--- src/rtl/dsp_seq_pkg.sv ---
// Shared types and constants for the DSP48 multiply-accumulate sequencer.
package dsp_seq_pkg;

  localparam int OPND_W = 18;
  localparam int PROD_W = 36;
  localparam int ACC_W  = 48;
  localparam int CNT_W  = 16;
  localparam int OPM_W  = 8;

  // Z=0, X=M for the first beat; Z=P, X=M to accumulate every later beat.
  localparam logic [OPM_W-1:0] OP_MULT = 8'h01;
  localparam logic [OPM_W-1:0] OP_MAC  = 8'h09;

  typedef enum logic [1:0] {
    ST_IDLE,
    ST_ISSUE,
    ST_DRAIN,
    ST_HOLD
  } state_t;

endpackage

--- src/rtl/dsp_seq_delay.sv ---
// Fixed-depth shift register with synchronous clear; output is always a flop.
// Latency is DEPTH cycles, no backpressure.
module dsp_seq_delay #(
  parameter int WIDTH = 1,
  parameter int DEPTH = 1
) (
  input  logic             clk,
  input  logic             rst,
  input  logic [WIDTH-1:0] din,
  output logic [WIDTH-1:0] dout
);

  logic [WIDTH-1:0] pipe [DEPTH];

  always_ff @(posedge clk) begin
    if (rst) begin
      for (int i = 0; i < DEPTH; i++) pipe[i] <= '0;
    end else begin
      pipe[0] <= din;
      for (int i = 1; i < DEPTH; i++) pipe[i] <= pipe[i-1];
    end
  end

  assign dout = pipe[DEPTH-1];

endmodule

--- src/rtl/dsp_mac_sequencer.sv ---
// Streams operand pairs into an external DSP slice and returns the accumulated sum per job.
// Result appears SLICE_LAT+1 cycles after the last beat; s_ready stays low until the result retires.
module dsp_mac_sequencer
  import dsp_seq_pkg::*;
#(
  parameter int SLICE_LAT = 3,
  parameter int OPM_LEAD  = 1
) (
  input  logic              CLK,
  input  logic              RST,
  input  logic              s_valid,
  output logic              s_ready,
  input  logic [OPND_W-1:0] s_a,
  input  logic [OPND_W-1:0] s_b,
  input  logic              s_last,
  output logic              m_valid,
  input  logic              m_ready,
  output logic [ACC_W-1:0]  m_data,
  output logic [CNT_W-1:0]  m_count,
  output logic [OPND_W-1:0] dsp_a,
  output logic [OPND_W-1:0] dsp_b,
  output logic [OPM_W-1:0]  dsp_opmode,
  output logic              dsp_ce,
  output logic              dsp_rst,
  input  logic [ACC_W-1:0]  dsp_p
);

  state_t           state;
  logic [CNT_W-1:0] beat_cnt;
  logic             accept;
  logic             last_accept;
  logic             drain_done;
  logic [OPM_W-1:0] op_next;

  assign accept      = s_valid && s_ready;
  assign last_accept = accept && s_last;

  // Only a beat taken from IDLE starts a fresh sum; bubbles and drain cycles add a zero product.
  assign op_next = (state == ST_IDLE) ? OP_MULT : OP_MAC;

  // One extra stage because the opmode is registered at the acceptance edge like the operands.
  dsp_seq_delay #(
    .WIDTH (OPM_W),
    .DEPTH (OPM_LEAD + 1)
  ) u_opm_delay (
    .clk  (CLK),
    .rst  (RST),
    .din  (op_next),
    .dout (dsp_opmode)
  );

  // Rises in the cycle before P of the last beat is safe to sample.
  dsp_seq_delay #(
    .WIDTH (1),
    .DEPTH (SLICE_LAT + 1)
  ) u_done_delay (
    .clk  (CLK),
    .rst  (RST),
    .din  (last_accept),
    .dout (drain_done)
  );

  always_ff @(posedge CLK) begin
    if (RST) begin
      state    <= ST_IDLE;
      s_ready  <= 1'b0;
      m_valid  <= 1'b0;
      m_data   <= '0;
      m_count  <= '0;
      beat_cnt <= '0;
      dsp_a    <= '0;
      dsp_b    <= '0;
      dsp_ce   <= 1'b0;
      dsp_rst  <= 1'b1;
    end else begin
      dsp_rst <= 1'b0;
      dsp_a   <= accept ? s_a : '0;
      dsp_b   <= accept ? s_b : '0;
      case (state)
        ST_IDLE: begin
          s_ready <= 1'b1;
          if (accept) begin
            beat_cnt <= CNT_W'(1);
            dsp_ce   <= 1'b1;
            if (s_last) begin
              state   <= ST_DRAIN;
              s_ready <= 1'b0;
            end else begin
              state <= ST_ISSUE;
            end
          end
        end
        ST_ISSUE: begin
          if (accept) begin
            beat_cnt <= beat_cnt + CNT_W'(1);
            if (s_last) begin
              state   <= ST_DRAIN;
              s_ready <= 1'b0;
            end
          end
        end
        ST_DRAIN: begin
          if (drain_done) begin
            state   <= ST_HOLD;
            dsp_ce  <= 1'b0;
            m_valid <= 1'b1;
            m_data  <= dsp_p;
            m_count <= beat_cnt;
          end
        end
        ST_HOLD: begin
          if (m_valid && m_ready) begin
            state   <= ST_IDLE;
            m_valid <= 1'b0;
            s_ready <= 1'b1;
          end
        end
        default: begin
          state   <= ST_IDLE;
          s_ready <= 1'b1;
          m_valid <= 1'b0;
          dsp_ce  <= 1'b0;
        end
      endcase
    end
  end

endmodule

--- config.mk ---
export PLATFORM = sky130hd
export DESIGN_NAME = dsp_mac_sequencer
export DESIGN_NICKNAME = d
export VERILOG_FILES = /design/src/rtl/dsp_seq_pkg.sv /design/src/rtl/dsp_seq_delay.sv /design/src/rtl/dsp_mac_sequencer.sv
export SDC_FILE = /design/constraint.sdc
export NUM_CORES = 1
export LEC_CHECK = 0
export CAP_MARGIN = 5
export CORE_MARGIN = 2
export CORE_UTILIZATION = 45
export DETAILED_ROUTE_END_ITERATION = 12
export GPL_TIMING_DRIVEN = 0
export PLACE_DENSITY = 0.85
export REMOVE_ABC_BUFFERS = 1
export SLEW_MARGIN = 20
export SYNTH_ARGS = -nofsm -noshare
export SYNTH_HDL_FRONTEND = slang
export SYNTH_SLANG_ARGS = --single-unit
--- constraint.sdc ---
create_clock -name CLK -period 6.14 [get_ports CLK]
set_clock_uncertainty 0.2 [all_clocks]
set_input_delay 1.228 -clock CLK [delete_from_list [all_inputs] [get_ports CLK]]
set_output_delay 1.228 -clock CLK [all_outputs]
set_load 0.1 [all_outputs]
==> results of run 1 <==
[final timing paths]
path | end | from | slack [ns]
worst min-delay path | u_done_delay.pipe[0][1] | u_done_delay.pipe[0][0] | 0.24
worst max register to register | beat_cnt[15] | state[0] | 3.68
worst min register to register | u_done_delay.pipe[0][1] | u_done_delay.pipe[0][0] | 0.24
worst max-delay path | s_ready | s_ready | 2.54
[cell type report]
type,instances,share of cell area
timing repair buffer,197,0.282
sequential,130,0.366
multi-input combinational,343,0.246
clock inverter,14,0.0188
tap,133,0.0234
inverter,6,0.00317
clock buffer,18,0.0602
[metrics by stage]
step,utilization,cell area [um^2],cells,TNS (ns)
global route,0.727,7110,841,0
detailed placement,0.669,6540,809,0
finish,0.727,7110,841,0
global placement,0.662,6470,806,-0.598
floorplan,-,4370,479,0
CTS,0.727,7110,841,0
[cells in the final DEF, fill, tap and decap left out, types with 2 or more instances in the layout]
cell             netlist  final
clkdlybuf4s50_1        0    193
nand2_1              140    139
dfxtp_1              130    130
a21oi_1               76     76
and3_1                40     40
clkbuf_16              0     16
nor2_1                13     13
o21ai_0               10      9
nor2b_1                7      7
inv_1                  6      6
nand4_1                6      6
ha_1                   6      6
conb_1                 1      6
nand3_1                5      5
or3_1                  5      5
xor2_1                 5      5
clkinvlp_4             0      5
clkinv_4               0      5
and2_2                 0      2
a21boi_0               2      2
and4_1                 2      2
nor3_1                 2      2
xnor2_1                2      2
a311oi_1               2      2
mux2i_1                2      2
clkbuf_8               0      2
inv_6                  0      2
buf_12                 0      2
[routing by layer]
| metal | up-vias | part of all wire | routed length (um) |
|---|---|---|---|
| li1 | 2067 | - | - |
| met1 | 1886 | 0.40 | 4750 |
| met2 | 184 | 0.49 | 5860 |
| met3 | 27 | 0.093 | 1110 |
| met4 | 0 | 0.025 | 297 |
| met5 | - | 0 | 0 |
[cell families (layout without fill, tap and decap cells)]
logic type | Yosys count | after routing | synth area share
xor gates and xnor gates | 7 | 7 | 0.0135
buffers and inverters | 47 | 235 | 0.0487
and+or+nand+nor | 224 | 224 | 0.225
AOI/OAI and AO/OA | 97 | 97 | 0.116
adders and majority gates | 6 | 6 | 0.0165
other | 1 | 6 | 0.000825
muxes | 3 | 3 | 0.00688
DFF | 130 | 130 | 0.572
[report_power, final]
part           switching, uW  internal [uW]
sequential              22.5            879
clock                    376            551
combinational            307            145
[registers in the layout, indices dropped and copies added, names as in the netlist]
name / cells
m_valid: 1
m_data: 48
state: 2
u_opm_delay.pipe: 4
dsp_rst: 1
dsp_ce: 1
s_ready: 1
dsp_a: 18
beat_cnt: 16
m_count: 16
u_done_delay.pipe: 4
dsp_b: 18
==> results.toml, run 1 <==
[yosys]
syn_area_um2 = 4550
synth.most_common_cell = "nand2_1"
synth-edff-count = 0
yosys.cell_types.count = 35
netlist_instances = 515
synth-seq-area-share = 0.572
post-synth-top-area-cell = "dfxtp_1"
yosysWarnings = 0
synth.ff_latch_count = 130
avgSynthCellArea_um2 = 8.83
async_flop_share = 0
synth_common_cells = "nand2_1 (140), dfxtp_1 (130), a21oi_1 (76), and3_1 (40), clkbuf_1 (25)"
synthTopCellsByArea = "dfxtp_1 (57%), nand2_1 (12%), a21oi_1 (8.4%)"
synth_top_area_frac = 0.572
synthFlopType = "dfxtp_1"

[global_routing]
grt_pass1_wl_um = 19600
grt_max_degree = 80
grtUsageTotal = 0.226
grt_pass1_vias = 4131
antenna_found_initial = 0
met2_usage = 0.377
busiest_layer = "met2"
met3_usage = 0.0896
overflow = 0
grtUsageMet1 = 0.248

[detailed_routing]
via_per_inst = 4.95
avgRoutedWirePerCell_um = 14.3
drt_drc_violations_left = 0
wl_um = 12000
ant_nets = 0
vias = 4164
drt-initial-drc-count = 151
dr.pass1.iters = 4

[critical_path]
crit_slowest_cell = "clkdlybuf4s50_1"
cp_data_required_time_ns = 4.71
critical_path_depth = 1
cp_max_fo = 7
crit_path_start_kind = "register"
crit_path_cell_trace = "clkdlybuf4s50_1"
critical-path-top-delay-family = "buffers and inverters"
timing_worst_setup_path_type = "reg -> out"
ff2ff_path_depth = 6
cpPeakStageDelay_ns = 1.21
crit_buf_inv = 1
worst_ep_arrival_time_ns = 2.18
crit_path_end_kind = "output pin"

[sta]
setup_slack_ns = 2.54
rsz0062_at_grt = "false"
drv_slew = 0
slew_headroom = 0.322
worstMarginPinSlew_ns = 1.01
setup_violations = 0
hold-worst-slack_ns = 0.245
max_freq_mhz = 277
hold_violations = 0
period_minus_slack_ns = 3.60
finalCritPeriodShare = 0.587

[clock_tree]
htreeDepth = 4
cts_buffers = 17
tritoncts = "yes"
cts.repair.resized = 0
cts.sinks = 130
cts_setup_buffers = 0
cts_root_buf = "clkbuf_8"
cts.hold.buffers_added = 0
clockBufferDepth = 2
clk_pin_slew_worst_paths_ns = 0.06
clock_latency_ns = 0.51

[place]
gp_congestion = 0.830
preCtsSetupSlack_ns = 2.05
dp_hpwl_um = 8510
io_buffers = 194

[flow_run]
drv_cap = 0

[worst_hold_path]
hp-class = "reg -> reg"
min_path_cells = 1

[layout]
drive_gt1_frac = 0.0593
final_nets = 790
syn2layout_area_growth_pct = 56.3
antenna_cells = 0
multi_input_area_um2 = 1750
seqCellArea_um2 = 2600
fill_cells = 726

[outcome]
status = "finished, final reports clean"

[power_and_ir_drop]
leakage_uw = 0.00265
ir_worst_vdd_uv = 233
p_per_area_nw_per_um2 = 321
totalPowerFinal_uw = 2280

[floorplanning]
dieArea_um2 = 10900
boundaryPins = 201
core_um2 = 9770
die_h_um = 105
initial_utilization = 0.465
die_w_um = 105
std_cell_rows = 36
Power figures use the tool's default switching activity.
==> run 2: changes to the inputs <==
--- a/config.mk
+++ b/config.mk
@@ -7,10 +7,10 @@
 export LEC_CHECK = 0
 export CAP_MARGIN = 5
 export CORE_MARGIN = 2
-export CORE_UTILIZATION = 45
+export CORE_UTILIZATION = 38
 export DETAILED_ROUTE_END_ITERATION = 12
 export GPL_TIMING_DRIVEN = 0
-export PLACE_DENSITY = 0.85
+export PLACE_DENSITY = 0.77
 export REMOVE_ABC_BUFFERS = 1
 export SLEW_MARGIN = 20
 export SYNTH_ARGS = -nofsm -noshare
==> constraint.sdc (replaced) <==
create_clock -name CLK -period 3 [get_ports CLK]
set_clock_uncertainty 0.2 [all_clocks]
set_input_delay 0.6 -clock CLK [delete_from_list [all_inputs] [get_ports CLK]]
set_output_delay 0.6 -clock CLK [all_outputs]
set_load 0.1 [all_outputs]
==> run 2 against run 1 <==
  * Flip-flop and latch count unchanged
  * Routed wire length down 3.1%
  * Largest cell class unchanged
  * Core utilization down 11 points
  * Sequential share of layout area down 0.26 points
  * Highest routed layer unchanged
  * Largest power group unchanged
  * Count of clock-buffer cells in the layout up 4
  * Clock power up 130%
  * Cell count up 1.1%
==> results.toml, run 2 (synthesis results as in run 1) <==
[layout]
final_area_um2 = 7160
syn2layout_area_growth_pct = 57.4
layout_commonest_cell = "clkdlybuf4s50_1"
final_cell_mix = "clkdlybuf4s50_1 (193), nand2_1 (139), dfxtp_1 (130)"
largest-register = "m_data"
final_nets = 789
antenna_cells = 0
drive_gt1_frac = 0.0566
largest_reg_flops = 48
post-route-util = 0.619
reg_top3 = "m_data (48), dsp_a (18), dsp_b (18)"

[power_and_ir_drop]
totalPowerFinal_uw = 4870
p_per_area_nw_per_um2 = 680
ir_worst_vdd_uv = 509
leakage_uw = 0.00269

[place]
gp_congestion = 0.818
dp_hpwl_um = 7940
io_buffers = 194
placed_area_um2 = 6540

[sta]
period_minus_slack_ns = 2.85
worstMarginPinSlew_ns = 1.06
drv_slew = 0
hold_violations = 0
hold-worst-slack_ns = 0.196
finalCritPeriodShare = 0.949
slew_headroom = 0.289
max_freq_mhz = 351
setup_violations = 0
rsz0062_at_grt = "false"

[critical_path]
cp_max_fo = 7
crit_path_end_kind = "output pin"
cpPeakStageDelay_ns = 1.20
worst_ep_arrival_time_ns = 2.05
crit_path_start_kind = "register"
cp_data_required_time_ns = 2.20
crit_buf_inv = 1
crit_slowest_cell = "clkdlybuf4s50_1"
critical-path-top-delay-family = "buffers and inverters"
crit_path_cell_trace = "clkdlybuf4s50_1"
timing_worst_setup_path_type = "reg -> out"

[clock_tree]
cts.sinks = 130
cts_setup_buffers = 0
htreeDepth = 4
clock_latency_ns = 0.41
tritoncts = "yes"
cts.hold.buffers_added = 0
cts_buffers = 17
clockBufferDepth = 2
cts_root_buf = "clkbuf_16"
clk_pin_slew_worst_paths_ns = 0.05

[detailed_routing]
avgRoutedWirePerCell_um = 13.7
drt_drc_violations_left = 0
ant_nets = 0
wl_um = 11600
highest_layer = "met4"
drt-initial-drc-count = 256
drt-met1-wl_um = 5150
dr.pass1.iters = 4
wl_met3_um = 1070
vias = 4114
via_per_inst = 4.84
wl_met2_um = 5280

[floorplanning]
die_w_um = 113
dieArea_um2 = 12900
die_h_um = 113
boundaryPins = 201
core_um2 = 11600
std_cell_rows = 39
initial_utilization = 0.393

[global_routing]
grt_max_degree = 80
overflow = 0
grtUsageTotal = 0.180
grt_pass1_wl_um = 18600
antenna_found_initial = 0
grt_pass1_vias = 3870

[flow_run]
drv_cap = 0

[worst_hold_path]
hp-class = "in -> reg"

[outcome]
status = "finished, final reports clean"
run 2: power by group:
group / switching [uW] / total, uW / internal (uW)
registers: 45.9 / 1850 / 1800
clock network: 709 / 2100 / 1390
logic: 631 / 928 / 297
total: 1390 / 4870 / 3480
run 2: final timing paths:
path,startpoint,end,slack [ns],cells past startpoint
max,s_ready,s_ready,0.15,1
min,RST,m_data[1],0.20,2
max reg2reg,state[0],beat_cnt[15],0.50,6
min reg2reg,u_done_delay.pipe[0][2],u_done_delay.pipe[0][3],0.24,1
run 2: metal layers:
layer | vias up | global-route usage
met3 | 12 | 0.0723
met2 | 203 | 0.282
met1 | 1842 | 0.220
li1 | 2057 | -
met4 | 0 | 0.0756
met5 | - | 0
run 2: cell type report:
type                       count  area (um^2)
multi-input combinational    343         1750
fill                         972         4410
sequential                   130         2600
clock inverter                10          130
tap                          143          179
timing repair buffer         196         1990
clock buffer                  22          484
inverter                       6         22.5
run 2: metrics by stage:
step / setup slack, ns / std cells / TNS (ns)
2_1_floorplan: -0.0436 / 479 / -0.404
3_3_place_gp: -2.62 / 816 / -147.50
3_5_place_dp: -0.499 / 818 / -6.46
4_1_cts: 0.138 / 850 / 0
5_1_grt: 0.0665 / 850 / 0
6_report: 0.154 / 850 / 0
run 2: what timing repair did:
item | 4_1_cts | 5_1_grt
resized for setup | 1 | 0
endpoints found under the hold margin | 0 | 0
endpoints found under the setup margin | 13 | 0
